===== config.mk =====
export PLATFORM = sky130hd
export DESIGN_NAME = bsg_link_upstream_arbiter
export DESIGN_NICKNAME = d
export VERILOG_FILES = /design/src/rtl/bsg_link_upstream_arbiter.sv
export SDC_FILE = /design/constraint.sdc
export NUM_CORES = 1
export LEC_CHECK = 0
export BUFFER_PORTS_ARGS = -buffer_cell sky130_fd_sc_hd__buf_4
export CAP_MARGIN = 40
export CORE_AREA = 5 5 154 156
export DETAILED_ROUTE_END_ITERATION = 12
export DIE_AREA = 0 0 159 161
export GPL_TIMING_DRIVEN = 0
export PLACE_DENSITY = 0.53
export SETUP_SLACK_MARGIN = 0.1
export SLEW_MARGIN = 20
export SYNTH_ARGS = -nofsm -noshare
export SYNTH_HDL_FRONTEND = slang
export SYNTH_SLANG_ARGS = --single-unit

===== constraint.sdc =====
create_clock -name clk -period 4.6 [get_ports clk]
set_input_delay 0.23 -clock clk [delete_from_list [all_inputs] [get_ports clk]]
set_output_delay 0.23 -clock clk [all_outputs]
set_load 0.01 [all_outputs]

===== src/rtl/bsg_link_upstream_arbiter.sv =====
// bsg_link_upstream_arbiter
//   Shares the core-side port of a bsg_link_ddr_upstream among NUM_REQ
//   requesters. Round-robin arbitration feeds a single registered output
//   stage. Issue is gated by a token-credit counter so no word is sent unless
//   the downstream buffer has room. Lives in the core clock domain.
//
// Ports
//   clk, rst       core clock, asynchronous active-high reset
//   req_valid_i    per-requester valid
//   req_data_i     requester i drives slice [i*WIDTH +: WIDTH]
//   req_ready_o    one-hot accept strobe
//   link_valid_o   to link core_valid_i (registered)
//   link_data_o    to link core_data_i (registered)
//   link_ready_i   from link core_ready_o
//   token_i        synchronized token pulse, returns TOKEN_DECIMATION credits
//   credit_o       current credit count
//   grant_id_o     requester index of the word in the output register
//   stall_o        a request is pending while credit_o==0
//   err_o          sticky credit-overflow flag
//   stat_cnt_o     per-requester 16-bit transfer counters
//
// Optional feature
//   BSG_UPSTREAM_ARB_STATS_EN: when defined, stat_cnt_o carries live wrapping
//   transfer counters; otherwise it is tied to zero and no counter flops exist.

module bsg_link_upstream_arbiter #(
  parameter int unsigned NUM_REQ          = 4,
  parameter int unsigned WIDTH            = 64,
  parameter int unsigned CREDITS          = 32,
  parameter int unsigned TOKEN_DECIMATION = 8,
  localparam int unsigned CNT_W           = $clog2(CREDITS + 1),
  localparam int unsigned ID_W            = $clog2(NUM_REQ)
) (
  input  logic                     clk,
  input  logic                     rst,
  input  logic [NUM_REQ-1:0]       req_valid_i,
  input  logic [NUM_REQ*WIDTH-1:0] req_data_i,
  output logic [NUM_REQ-1:0]       req_ready_o,
  output logic                     link_valid_o,
  output logic [WIDTH-1:0]         link_data_o,
  input  logic                     link_ready_i,
  input  logic                     token_i,
  output logic [CNT_W-1:0]         credit_o,
  output logic [ID_W-1:0]          grant_id_o,
  output logic                     stall_o,
  output logic                     err_o,
  output logic [NUM_REQ*16-1:0]    stat_cnt_o
);

  typedef enum logic [1:0] {
    IDLE  = 2'd0,
    BUSY  = 2'd1,
    STALL = 2'd2
  } state_e;

  state_e            state_q, state_d;
  logic [CNT_W-1:0]  credit_q, credit_d;
  logic              err_q, err_d;
  logic [ID_W-1:0]   rr_ptr_q, rr_ptr_d;
  logic [WIDTH-1:0]  data_q, data_d;
  logic [ID_W-1:0]   gid_q, gid_d;

  logic              any_req;
  logic              credit_zero;
  logic              load;
  logic [ID_W-1:0]   grant;
  logic [31:0]       credit_sum;

  assign any_req     = |req_valid_i;
  assign credit_zero = (credit_q == '0);

  // Output register is full exactly when in BUSY, so link_valid_o is a pure
  // function of registered state.
  assign link_valid_o = (state_q == BUSY);
  assign load         = (~link_valid_o | link_ready_i) & ~credit_zero & any_req;

  // Round-robin search starting at the pointer and wrapping.
  always_comb begin
    logic        found;
    int unsigned idx;
    grant = '0;
    found = 1'b0;
    for (int unsigned k = 0; k < NUM_REQ; k++) begin
      idx = (32'(rr_ptr_q) + k) % NUM_REQ;
      if (!found && req_valid_i[idx]) begin
        found = 1'b1;
        grant = ID_W'(idx);
      end
    end
  end

  always_comb begin
    req_ready_o = '0;
    if (load) req_ready_o[grant] = 1'b1;
  end

  // Datapath next-state: output register, pointer, credits.
  always_comb begin
    data_d   = data_q;
    gid_d    = gid_q;
    rr_ptr_d = rr_ptr_q;
    err_d    = err_q;
    if (load) begin
      data_d   = req_data_i[32'(grant)*WIDTH +: WIDTH];
      gid_d    = grant;
      rr_ptr_d = ID_W'((32'(grant) + 32'd1) % NUM_REQ);
    end
    // Credit is reserved at load; load never happens at zero, so no underflow.
    credit_sum = 32'(credit_q) - 32'(load) + (token_i ? 32'(TOKEN_DECIMATION) : 32'd0);
    if (credit_sum > 32'(CREDITS)) begin
      credit_d = CNT_W'(CREDITS);
      err_d    = 1'b1;
    end else begin
      credit_d = CNT_W'(credit_sum);
    end
  end

  // FSM next-state.
  always_comb begin
    state_d = state_q;
    case (state_q)
      IDLE: begin
        if (load)                       state_d = BUSY;
        else if (any_req && credit_zero) state_d = STALL;
      end
      BUSY: begin
        if (link_ready_i) begin
          if (load)                        state_d = BUSY;
          else if (any_req && credit_zero) state_d = STALL;
          else                             state_d = IDLE;
        end
      end
      STALL: begin
        if (load)          state_d = BUSY;
        else if (!any_req) state_d = IDLE;
      end
      default: state_d = IDLE;
    endcase
  end

  always_ff @(posedge clk or posedge rst) begin
    if (rst) begin
      state_q  <= IDLE;
      credit_q <= CNT_W'(CREDITS);
      err_q    <= 1'b0;
      rr_ptr_q <= '0;
      data_q   <= '0;
      gid_q    <= '0;
    end else begin
      state_q  <= state_d;
      credit_q <= credit_d;
      err_q    <= err_d;
      rr_ptr_q <= rr_ptr_d;
      data_q   <= data_d;
      gid_q    <= gid_d;
    end
  end

  assign link_data_o = data_q;
  assign grant_id_o  = gid_q;
  assign credit_o    = credit_q;
  assign err_o       = err_q;
  assign stall_o     = credit_zero & any_req;

`ifdef BSG_UPSTREAM_ARB_STATS_EN
  logic [NUM_REQ*16-1:0] stat_q, stat_d;

  always_comb begin
    stat_d = stat_q;
    for (int unsigned k = 0; k < NUM_REQ; k++) begin
      if (req_ready_o[k] & req_valid_i[k])
        stat_d[k*16 +: 16] = stat_q[k*16 +: 16] + 16'd1;
    end
  end

  always_ff @(posedge clk or posedge rst) begin
    if (rst) stat_q <= '0;
    else     stat_q <= stat_d;
  end

  assign stat_cnt_o = stat_q;
`else
  assign stat_cnt_o = '0;
`endif

endmodule


==> results of run 1 <==
-- registers in the layout, summed over array words and instances (netlist names) --
register     flops
grant_id_o       2
credit_o         6
err_o            1
state_q          2
link_data_o     64
rr_ptr_q         2
-- worst paths after layout --
check                                       from                           to  slack, ns  cells past startpoint
setup / recovery           credit_o[5]$_DFF_PP1_        credit_o[1]$_DFF_PP0_       0.51                     15
hold / removal                   req_data_i[215]  link_data_o[23]$_DFFE_PP0P_       0.12                      3
setup reg to reg           credit_o[5]$_DFF_PP1_        credit_o[1]$_DFF_PP0_       0.51                     15
hold reg to reg                err_o$_DFFE_PP0N_            err_o$_DFFE_PP0N_       0.47                      1
max in group asynchronous                    rst       state_q[1]$_DFFE_PP0P_       3.58                      4
min in group asynchronous                    rst  link_data_o[60]$_DFFE_PP0P_       0.42                      3
-- kinds of logic (layout without fill, tap and decap cells) --
family / after synthesis / in the layout / synth area share
muxes: 2 / 2 / 0.00350
other: 1 / 64 / 0.000656
and+or+nand+nor: 233 / 233 / 0.223
adders and majority gates: 8 / 8 / 0.0175
AOI/OAI and AO/OA: 212 / 212 / 0.264
buffers and inverters: 146 / 505 / 0.147
DFF: 77 / 77 / 0.337
xor gates and xnor gates: 4 / 4 / 0.00613
-- placed cells by master (no fill, tap or decap), drive strengths merged, types with 3 or more instances in the layout --
| cell type | count |
|---|---|
| a2111oi | 64 |
| a211oi | 64 |
| a21oi | 71 |
| and2 | 6 |
| buf | 450 |
| clkbuf | 41 |
| conb | 64 |
| dfrtp | 76 |
| ha | 8 |
| inv | 10 |
| nand2 | 71 |
| nand2b | 4 |
| nor2 | 74 |
| nor2b | 3 |
| nor3 | 4 |
| nor4b | 64 |
| xnor2 | 3 |
-- stage by stage --
step	TNS, ns	hold slack, ns	total power [mW]	worst slack [ns]	utilization
after CTS	0	0.107	5.32	0.212	0.415
final	0	0.123	5.26	0.507	0.415
after global routing	0	0.119	5.67	0.102	0.415
after global placement	-0.119	0.461	4.53	-0.0352	0.399
after detailed placement	-0.227	0.248	4.54	-0.0526	0.401
after floorplan	0	0.366	3.07	0.925	-
-- critical path, cell delays in order (launching register included) --
cell and delay, ns:
dfstp_2 0.63, nor3_1 0.08, nand2_1 0.13, nand2_2 0.19, inv_1 0.13, buf_2 0.29
buf_2 0.28, ha_1 0.21, ha_1 0.24, or4b_2 0.66, nand2_1 0.10, ha_1 0.27
xnor2_1 0.16, xnor2_1 0.10, a221oi_2 0.36, nor2b_1 0.18
-- where the power goes --
| group | internal, mW | switching [mW] |
|---|---|---|
| sequential | 1.04 | 0.216 |
| combinational | 1.35 | 1.91 |
| clock | 0.424 | 0.321 |
| total | 2.81 | 2.44 |
-- layout make-up --
type | instances | area share
timing repair buffer | 344 | 0.283
buffer | 135 | 0.0867
clock buffer | 13 | 0.0304
sequential | 77 | 0.209
clock inverter | 3 | 0.00190
tap | 285 | 0.0387
inverter | 10 | 0.00461
multi-input combinational | 523 | 0.346
-- repair_timing --
| action | CTS | global route |
|---|---|---|
| gates cloned | 0 | 0 |
| gates resized for setup | 2 | 0 |
| hold buffers | 1 | 0 |
| endpoints found under the setup margin | 5 | 5 |
| pin swaps | 0 | 0 |
| hold endpoints to repair | 31 | 0 |
-- per-layer routing --
layer	wire length, um	up-vias	global-route usage
met4	643	0	0.0628
met2	14000	305	0.355
met3	2430	38	0.0694
met5	0	-	0
li1	-	3274	-
met1	11800	3154	0.263
==> flow_metrics.py, run 1 <==
metrics = {
    "power": {
        "p_per_area_nw_per_um2": 570,
        "peakVddDrop_uv": 185,
        "p_leak_nw": 4.27,
    },
    "sta": {
        "skew_ns": 0.00706,
        "worstMarginPinSlew_ns": 0.935,
        "slew_viol_final": 0,
        "slew_headroom": 0.361,
        "hold_viol": 0,
        "grt_setup_unrepaired": "false",
        "final-setup-viol-count": 0,
        "min_period_over_period": 0.890,
        "min_period_ns": 4.09,
        "fmax_mhz": 244,
    },
    "yosys": {
        "yosysTopAreaCell": "dfrtp_1",
        "synth_seq_cells": 77,
        "syn_area_um2": 5710,
        "synth_common_cells": "76 x dfrtp_1, 74 x nor2_1, 71 x nand2_1, 70 x a21oi_1, 66 x buf_4",
        "syn_inst": 683,
        "async_flop_share": 1.00,
        "synth.distinct_cells": 44,
        "yosysTopAreaCellShare": 0.333,
        "synth_seq_area_share": 0.337,
        "synth_ff_type": "dfrtp_1",
        "ys_top_cells_by_area": "dfrtp_1 33%, a2111oi_0 9.8%, nor4b_1 9.8%",
        "yosysMostFrequentCell": "dfrtp_1",
        "synth-edff-count": 0,
        "synth.avg_cell_area_um2": 8.37,
        "yosysWarnings": 0,
    },
    "setup_path": {
        "end_kind": "flop",
        "required_ns": 4.88,
        "crit_arrival_ns": 4.37,
        "path_class": "reg2reg",
        "worst-path-max-fanout": 10,
        "start_kind": "flop",
    },
    "clock_network": {
        "clockBufferDepth": 2,
        "cts_root_buf": "clkbuf_16",
        "cts_made_buffers": 9,
        "cts_tree": "built",
        "path_clk_slew_ns": 0.07,
        "clock_latency_ns": 0.35,
        "cts_htree_levels": 3,
        "clock_sinks": 77,
        "cts_setup_buffers": 0,
    },
    "layout": {
        "layout-drive-gt1-share": 0.424,
        "final_cell_area_um2": 9220,
        "fin_cells": 1390,
        "antenna_cells": 0,
        "nNetsFinal": 1372,
        "syn_to_final_growth_pct": 61.4,
        "register_area_um2": 1930,
        "fillers": 2319,
        "multi_input_area_um2": 3190,
    },
    "hold_path": {
        "hold_path.class": "in2reg",
    },
    "route": {
        "num_vias": 6771,
        "route.detailed.drc": 0,
        "final_antenna_net_count": 0,
        "drt_iter0_markers": 339,
        "wirelength_um": 28800,
        "dr.pass1.iters": 5,
        "wl_per_cell_um": 20.7,
        "viasPerCell": 4.87,
    },
    "floorplanning": {
        "io_pins": 407,
        "fp.coreArea_um2": 22200,
        "start_util": 0.257,
        "die_w_um": 159,
        "rows": 55,
        "die_area_um2": 25600,
        "dieHeight_um": 161,
    },
    "global_routing": {
        "grt_pass1_wl_um": 42800,
        "grt_max_degree": 46,
        "antenna_found_initial": 0,
        "overflow": 0,
        "grt_usage": 0.213,
        "grt_pass1_vias": 6892,
    },
    "run": {
        "max_cap_viol_count": 0,
    },
    "placed_design": {
        "postPlaceCellArea_um2": 8910,
        "io_buffer_count": 342,
        "hpwlAfterDp_um": 22300,
        "place_congestion": 0.851,
        "placed_cells": 1374,
    },
    "status": {
        "outcome": "complete, no violations",
    },
}
(Power assumes the default switching activity.)
==> run 2, diff against run 1 <==
ABC_AREA = 1   (was not set)
PLACE_DENSITY = 0.6   (was 0.53)
==> run 2 against run 1 <==
Via count increased by 28%. Maximum frequency increased by 27%. Area after synthesis increased by 25%. Sequential share of layout area decreased by 2.8 points. Core utilization increased by 6.4 points. First-iteration DRC count increased by 75%. Worst hold slack improved by 0.053 ns. Sequential power about the same. Critical path type unchanged. Combinational power increased by 110%. Count of clock-buffer cells in the layout decreased by 3.
==> flow_metrics.py, run 2 <==
metrics = {
    "status": {
        "outcome": "complete, no violations",
    },
    "sta": {
        "slew_headroom": 0.553,
        "fin_hold_ws_ns": 0.176,
        "fmax_mhz": 311,
        "tns_ns": 0,
        "min_period_ns": 3.21,
        "worstMarginPinSlew_ns": 0.671,
        "slew_viol_final": 0,
        "skew_ns": 0.00708,
        "grt_setup_unrepaired": "false",
        "hold_viol": 0,
        "final-setup-viol-count": 0,
        "min_period_over_period": 0.698,
        "fin_ws_ns": 1.39,
    },
    "setup_path": {
        "start_kind": "flop",
        "end_kind": "flop",
        "required_ns": 4.83,
        "worst-path-max-fanout": 10,
        "path_class": "reg2reg",
        "crit_arrival_ns": 3.44,
    },
    "global_routing": {
        "antenna_found_initial": 0,
        "grt_pass1_vias": 8263,
        "grt_pass1_wl_um": 44900,
        "grt_max_degree": 45,
        "overflow": 0,
        "grt_usage": 0.216,
    },
    "yosys": {
        "synth.avg_cell_area_um2": 5.74,
        "synth_seq_area_share": 0.271,
        "yosysMostFrequentCell": "nand2_1",
        "synth_ff_type": "dfrtp_1",
        "yosysTopAreaCell": "dfrtp_1",
        "synth_common_cells": "434 x nand2_1, 277 x inv_1, 261 x nand3_1, 76 x dfrtp_1, 72 x buf_4",
        "syn_inst": 1241,
        "synth-edff-count": 0,
        "synth_seq_cells": 77,
        "yosysTopAreaCellShare": 0.267,
        "synth.distinct_cells": 26,
        "syn_area_um2": 7120,
        "yosysWarnings": 0,
        "ys_top_cells_by_area": "dfrtp_1 27%, nand2_1 23%, nand3_1 18%",
        "async_flop_share": 1.00,
    },
    "clock_network": {
        "hold_buffers": 1,
        "cts_htree_levels": 3,
        "clockBufferDepth": 2,
        "cts_tree": "built",
        "path_clk_slew_ns": 0.07,
        "clock_sinks": 77,
        "cts_made_buffers": 9,
        "cts_root_buf": "clkbuf_16",
        "cts_setup_buffers": 0,
        "ctsResizeCount": 0,
        "clock_latency_ns": 0.34,
    },
    "placed_design": {
        "place_congestion": 0.926,
        "post-place-ws_ns": 1.38,
        "hpwlAfterDp_um": 23200,
        "io_buffer_count": 342,
    },
    "floorplanning": {
        "dieHeight_um": 161,
        "rows": 55,
        "fp.coreArea_um2": 22200,
        "die_area_um2": 25600,
        "die_w_um": 159,
        "start_util": 0.320,
        "io_pins": 407,
    },
    "route": {
        "dr.pass1.iters": 5,
        "drt_iter0_markers": 594,
        "viasPerCell": 4.43,
        "wl_per_cell_um": 15.1,
        "num_vias": 8634,
        "route.detailed.drc": 0,
        "wirelength_um": 29400,
        "final_antenna_net_count": 0,
    },
    "layout": {
        "layout-drive-gt1-share": 0.285,
        "finish.utilization": 0.479,
        "register_area_um2": 1930,
        "largest_reg_flops": 64,
        "nNetsFinal": 1931,
        "fillers": 2423,
        "final_cell_mix": "434 x nand2_1, 414 x buf_4, 276 x inv_1, 261 x nand3_1, 76 x dfrtp_1",
        "syn_to_final_growth_pct": 49.4,
        "final_common_cell": "nand2_1",
        "multi_input_area_um2": 3520,
    },
    "hold_path": {
        "hold_path.class": "in2reg",
    },
    "power": {
        "p_per_area_nw_per_um2": 833,
        "p_leak_nw": 6.93,
        "peakVddDrop_uv": 295,
    },
    "run": {
        "max_cap_viol_count": 0,
    },
}
-- run 2: changes by cell type in the layout (fill, tap and decap cells not counted), moves of 50 or more --
cell / delta
nor2_1: -50
inv_1: +268
a2111oi_0: -64
a21oi_1: -69
a211oi_1: -64
nor4b_1: -64
nand3_1: +260
nand2_1: +364
-- run 2: cell families (layout without fill, tap and decap cells) --
| family | Yosys count | count (layout) | share of synthesized area |
|---|---|---|---|
| flops | 77 | 77 | 0.271 |
| buf+inv | 413 | 773 | 0.268 |
| fa+ha+maj | 8 | 8 | 0.0141 |
| simple gates | 729 | 729 | 0.434 |
| compound gates | 10 | 10 | 0.00861 |
| xor+xnor | 3 | 3 | 0.00369 |
| other cells | 1 | 65 | 0.000527 |
-- run 2: layout make-up --
cell class	instances	share of cell area
plain buffers	133	0.0805
clock inverters	6	0.00835
diodes	1	0.000235
repair buffers	344	0.245
inverters	280	0.0990
well taps	285	0.0335
multi-input cells	814	0.331
clock buffers	10	0.0215
flip-flops and latches	77	0.181
-- run 2: per-stage QoR --
stage	cells	area (um2)	power, mW
CTS	1949	10600	8.93
global placement	1931	10300	8.04
detailed placement	1932	10300	8.11
finish	1950	10600	8.87
floorplan	1304	7360	5.74
global route	1949	10600	9.76
-- run 2: metal layers --
| layer | vias to the layer above | GRT usage | part of all wire |
|---|---|---|---|
| li1 | 4383 | - | - |
| met3 | 57 | 0.0508 | 0.078 |
| met5 | - | 0 | 0 |
| met4 | 0 | 0.0775 | 0.031 |
| met1 | 3822 | 0.273 | 0.41 |
| met2 | 372 | 0.362 | 0.48 |
-- run 2: path summary, 6_finish.rpt --
check                                       startpoint                     endpoint  slack (ns)  cells past startpoint
setup reg to reg                 credit_o[5]$_DFF_PP1_        credit_o[0]$_DFF_PP0_        1.39                     15
hold / removal                            link_ready_i       state_q[0]$_DFFE_PP0P_        0.18                      4
hold reg to reg            link_data_o[52]$_DFFE_PP0P_  link_data_o[52]$_DFFE_PP0P_        0.48                      2
min in group asynchronous                          rst  link_data_o[58]$_DFFE_PP0P_        0.48                      3
setup / recovery                 credit_o[5]$_DFF_PP1_        credit_o[0]$_DFF_PP0_        1.39                     15
max in group asynchronous                          rst        credit_o[5]$_DFF_PP1_        3.46                      4
-- run 2: worst max-delay path, stage by stage, from the launching register on --
cell      delay [ns]
dfstp_2         0.54
inv_1           0.06
nand3_1         0.15
nand3_1         0.18
inv_1           0.15
clkbuf_1        0.40
ha_1            0.26
ha_1            0.17
inv_1           0.05
o31ai_1         0.21
nand2_1         0.11
ha_1            0.24
xor2_1          0.20
o21ai_0         0.14
nand2_1         0.18
nor2_1          0.06
-- run 2: where the power goes --
group	leakage [nW]	switching (mW)	internal, mW
clock network	0.149	0.315	0.476
logic	5.84	4.34	2.45
registers	0.937	0.212	1.07
total	6.93	4.87	3.99
